**config.mk**
```make
export PLATFORM = sky130hd
export DESIGN_NAME = hvac_sequencer
export DESIGN_NICKNAME = d
export VERILOG_FILES = /design/src/rtl/hvac_sequencer.sv
export SDC_FILE = /design/constraint.sdc
export NUM_CORES = 1
export LEC_CHECK = 0
export BUFFER_PORTS_ARGS = -buffer_cell sky130_fd_sc_hd__buf_2
export CELL_PAD_IN_SITES_DETAIL_PLACEMENT = 1
export CELL_PAD_IN_SITES_GLOBAL_PLACEMENT = 2
export CORE_AREA = 8 8 59 61
export CTS_CLUSTER_DIAMETER = 60
export DETAILED_ROUTE_END_ITERATION = 8
export DIE_AREA = 0 0 67 69
export MAX_ROUTING_LAYER = met4
export PLACE_DENSITY_LB_ADDON = 0.1
export SLEW_MARGIN = 20
export SYNTH_ARGS = -nofsm -noshare
export SYNTH_HDL_FRONTEND = slang
export SYNTH_SLANG_ARGS = --single-unit
```
**constraint.sdc**
```tcl
create_clock -name clk -period 2.5 [get_ports clk]
set_input_delay 0.125 -clock clk [delete_from_list [all_inputs] [get_ports clk]]
set_output_delay 0.125 -clock clk [all_outputs]
set_load 0.01 [all_outputs]
```
**src/rtl/hvac_sequencer.sv**
```systemverilog
// HVAC heat/cool sequencer: fan pre-purge, min-on drive, post-purge, lockout.
// All drives are Moore decodes of the state register.
module hvac_sequencer #(
    parameter int PRE_CYC     = 4,
    parameter int MIN_ON      = 8,
    parameter int POST_CYC    = 4,
    parameter int LOCKOUT_CYC = 6,
    parameter int CW          = 4
) (
    input  logic       clk,
    input  logic       rst,
    input  logic       enable,
    input  logic       heat_req,
    input  logic       cool_req,
    output logic       heating,
    output logic       cooling,
    output logic       fan,
    output logic       busy,
    output logic [2:0] state
);

    localparam logic [2:0] S_IDLE = 3'd0;
    localparam logic [2:0] S_PRE  = 3'd1;
    localparam logic [2:0] S_HEAT = 3'd2;
    localparam logic [2:0] S_COOL = 3'd3;
    localparam logic [2:0] S_POST = 3'd4;
    localparam logic [2:0] S_LOCK = 3'd5;

    logic [2:0]    r_state;
    logic [CW-1:0] r_timer;
    logic          r_mode;
    logic [2:0]    w_nxt;
    logic          w_mode_nxt;
    logic [CW-1:0] w_timer_nxt;
    logic          w_tz;
    logic          w_both;

    assign w_tz   = (r_timer == '0);
    assign w_both = heat_req & cool_req;

    always_ff @(posedge clk or posedge rst) begin
        if (rst) begin
            r_state <= S_IDLE;
            r_timer <= '0;
            r_mode  <= 1'b0;
        end else begin
            r_state <= w_nxt;
            r_timer <= w_timer_nxt;
            r_mode  <= w_mode_nxt;
        end
    end

    always_comb begin
        w_nxt      = r_state;
        w_mode_nxt = r_mode;
        unique case (r_state)
            S_IDLE: begin
                if (enable && heat_req && !cool_req) begin
                    w_nxt      = S_PRE;
                    w_mode_nxt = 1'b0;
                end else if (enable && cool_req && !heat_req) begin
                    w_nxt      = S_PRE;
                    w_mode_nxt = 1'b1;
                end
            end
            S_PRE: begin
                if (!enable)
                    w_nxt = S_POST;
                else if (w_tz)
                    w_nxt = r_mode ? S_COOL : S_HEAT;
            end
            S_HEAT: begin
                if (!enable || (w_tz && (!heat_req || w_both)))
                    w_nxt = S_POST;
            end
            S_COOL: begin
                if (!enable || (w_tz && (!cool_req || w_both)))
                    w_nxt = S_POST;
            end
            S_POST: begin
                if (w_tz)
                    w_nxt = S_LOCK;
            end
            S_LOCK: begin
                if (w_tz)
                    w_nxt = S_IDLE;
            end
            default: w_nxt = S_IDLE;
        endcase
    end

    // Timer reloads on every state change, otherwise counts down to 0.
    always_comb begin
        w_timer_nxt = w_tz ? '0 : r_timer - 1'b1;
        if (w_nxt != r_state) begin
            unique case (w_nxt)
                S_PRE:          w_timer_nxt = CW'(PRE_CYC - 1);
                S_HEAT, S_COOL: w_timer_nxt = CW'(MIN_ON - 1);
                S_POST:         w_timer_nxt = CW'(POST_CYC - 1);
                S_LOCK:         w_timer_nxt = CW'(LOCKOUT_CYC - 1);
                default:        w_timer_nxt = '0;
            endcase
        end
    end

    always_comb begin
        heating = 1'b0;
        cooling = 1'b0;
        fan     = 1'b0;
        busy    = 1'b1;
        unique case (r_state)
            S_PRE:  fan = 1'b1;
            S_HEAT: begin
                heating = 1'b1;
                fan     = 1'b1;
            end
            S_COOL: begin
                cooling = 1'b1;
                fan     = 1'b1;
            end
            S_POST: fan = 1'b1;
            S_LOCK: busy = 1'b1;
            default: busy = 1'b0;
        endcase
    end

    assign state = r_state;

endmodule

```
==> flow_metrics.tcl <==
set metrics [dict create \
    muxShareOfSynthArea_pct 4.05 \
    n_fill_cell 324 \
    synth_xor_area_share_pct 3.40 \
    synth_edf_count 0 \
    rows 19 \
    antenna_found_initial 0 \
    synth_simple_gate_area_share_pct 27.4 \
    synth_compound_area_share_pct 30.5 \
    clk_path_buf_depth 2 \
    grt_use_met1_pct 11.2 \
    busiest_layer "met2" \
    ys_seq_elements 8 \
    antenna_cells 0 \
    path_clk_slew_ns 0.06 \
    synth_ff_type "dfrtp_1" \
    ctsHtreeMaxLevel 1 \
    start_util_pct 29.5 \
    synth_nets 97 \
    multi_input_area_um2 529 \
    drive_gt1_share_pct 24.8 \
    core_mm2 0.00262 \
    leakage_nw 0.372 \
    rsz0062_at_grt "no" \
    tightest_slew_ns 0.665 \
    ios 12 \
    dp_hpwl_mm 1.66 \
    avgSynthCellArea_um2 8.58 \
    crit_fanout 17 \
    tns_ns 0 \
    dr_total_vias 717 \
    synth_seq_area_share_pct 25.9 \
    required_ns 2.64 \
    grt_usage_pct 9.84 \
    regArea_um2 200 \
    cts_tree "built" \
    maxSlewViolCount 0 \
    finalPower_w 0.00108 \
    portBuffers 11 \
    hold_violations 0 \
    vias_per_cell 5.43 \
    cp-start-kind "flip-flop" \
    yosysWarningCount 0 \
    detail_route.wl_per_cell_um 16.4 \
    grtUsageMet3_pct 2.58 \
    grt_pass1_wl_mm 3.55 \
    grt.overflow.total 0 \
    dr.pass1.iters 4 \
    finClkSkew_ns 0.00134 \
    die-area_mm2 0.00462 \
    grt_max_degree 18 \
    yosysUniqueCellTypes 41 \
    netlist_area_um2 772 \
    place_congestion 0.761 \
    cts_sinks 8 \
    post_cts_buffers 0 \
    drc_errors 0 \
    fin_crit_ns 2.08 \
    maxSlewHeadroom_pct 55.7 \
    finalSetupViolCount 0 \
    setup.worst_path.end_class "flip-flop" \
    root_buffer "clkbuf_4" \
    maxCapViolations 0 \
    synthArstFlopShare_pct 100 \
    synth_top_family_by_area "compound AO/OA/AOI/OAI gates" \
    worst-setup-path-type "reg -> reg" \
    die_w_um 67 \
    grt_pass1_vias 713 \
    min_path_type "in -> reg" \
    arrival_ns 2.22 \
    ir_drop_mv 0.480 \
    synthCells 90 \
    die_h_um 69 \
    routed_wl_mm 2.17 \
    powerDensity_mw_per_mm2 1230 \
    outcome "completed" \
    min_period_over_period_pct 83.2 \
    grtUsageMet2_pct 15.6 \
    clkLatencyLatePin_ns 0.26 \
    max_freq_mhz 481 \
    synth_fa_ha_area_share_pct 3.24 \
    detail-route-antenna-nets 0 \
    layout.nets 110 \
    cts_buffers 3 \
    drt_iter0_markers 22 \
    synthToLayoutAreaGrowth_pct 14.3 \
]
[layout by cell type, fill, tap and decap left out, types with 2 or more instances in the layout]
cell type  count
nor3_1         5
a211oi_1       2
o2bb2ai_2      2
ha_1           2
mux2i_1        2
a21oi_1        5
xnor2_1        2
nor2_1        10
nor3b_1        3
dfrtp_1        8
inv_1          5
buf_2         11
nand2_1        2
clkbuf_4       3
nand2b_1       3
nor2b_1        4
o21ai_0        6
[metal layers]
layer,part of all wire (%),wire length [µm]
met1,47,1020
met2,47,1020
met3,4.8,103
met4,1.1,24
met5,0,0
[cell type report]
class | instances | share of cell area, %
multi-input combinational | 72 | 60.0
sequential | 8 | 22.7
timing repair buffer | 13 | 8.23
tap | 31 | 4.40
clock buffer | 3 | 2.55
inverter | 5 | 2.13
[report_power, final]
part	internal, W	leakage [nW]	switching, W
clock	0.0000552	0.0138	0.0000476
combinational	0.000319	0.261	0.000363
sequential	0.000174	0.0968	0.000122
total	0.000547	0.372	0.000533
[cells by family after synthesis]
kind of cell,Yosys count
simple gates,35
compound gates,29
buf+inv,10
flops,8
xor+xnor,3
mux,3
fa+ha+maj,2
[state kept, by name (all words and copies together), names as in the netlist]
signal and count:
r_timer 4, state 3, r_mode 1
[cells in the mapped netlist, types with 2 or more instances]
library cell / number / share of area, %
a211oi_1: 2 / 1.9
a21oi_1: 5 / 3.2
buf_2: 4 / 2.6
dfrtp_1: 8 / 26
ha_1: 2 / 3.2
inv_1: 5 / 2.4
mux2i_1: 2 / 2.6
nand2_1: 2 / 0.97
nand2b_1: 3 / 2.4
nor2_1: 10 / 4.9
nor2b_1: 4 / 3.2
nor3_1: 5 / 3.2
nor3b_1: 3 / 2.9
o21ai_0: 6 / 3.9
o2bb2ai_2: 2 / 3.9
xnor2_1: 2 / 2.3
[per-stage QoR]
step,std cells,worst slack [ns],utilization (%),area (µm²),hold slack (ns)
6_report,132,0.421,33.7,882,0.182
5_1_grt,132,0.309,33.7,882,0.187
4_1_cts,132,0.418,33.7,882,0.180
3_5_place_dp,128,0.435,32.5,850,0.105
3_3_place_gp,128,0.384,32.5,850,0.0951
2_1_floorplan,90,0.648,-,772,-0.0593
[final timing paths]
path / end / slack (ns) / startpoint / cells past startpoint
setup / recovery: r_timer[0] / 0.42 / state[0] / 5
hold / removal: r_mode / 0.18 / cool_req / 3
setup reg to reg: r_timer[0] / 0.42 / state[0] / 5
hold reg to reg: r_mode / 0.58 / r_mode / 2
max in group asynchronous: state[2] / 1.87 / rst / 3
min in group asynchronous: r_timer[1] / 0.38 / rst / 3
[critical path, cell delays in order, from the launching register on]
cell and delay (ns):
dfrtp_1 0.77, xor2_1 0.16, a211oi_1 0.34, o2bb2ai_2 0.13, nor2_2 0.22, mux2_1 0.35
[what timing repair did]
item	CTS	global route
hold endpoints to repair	8	0
hold buffers	1	0
resized for setup	0	0
No activity file was read; power rests on OpenSTA's default activity.
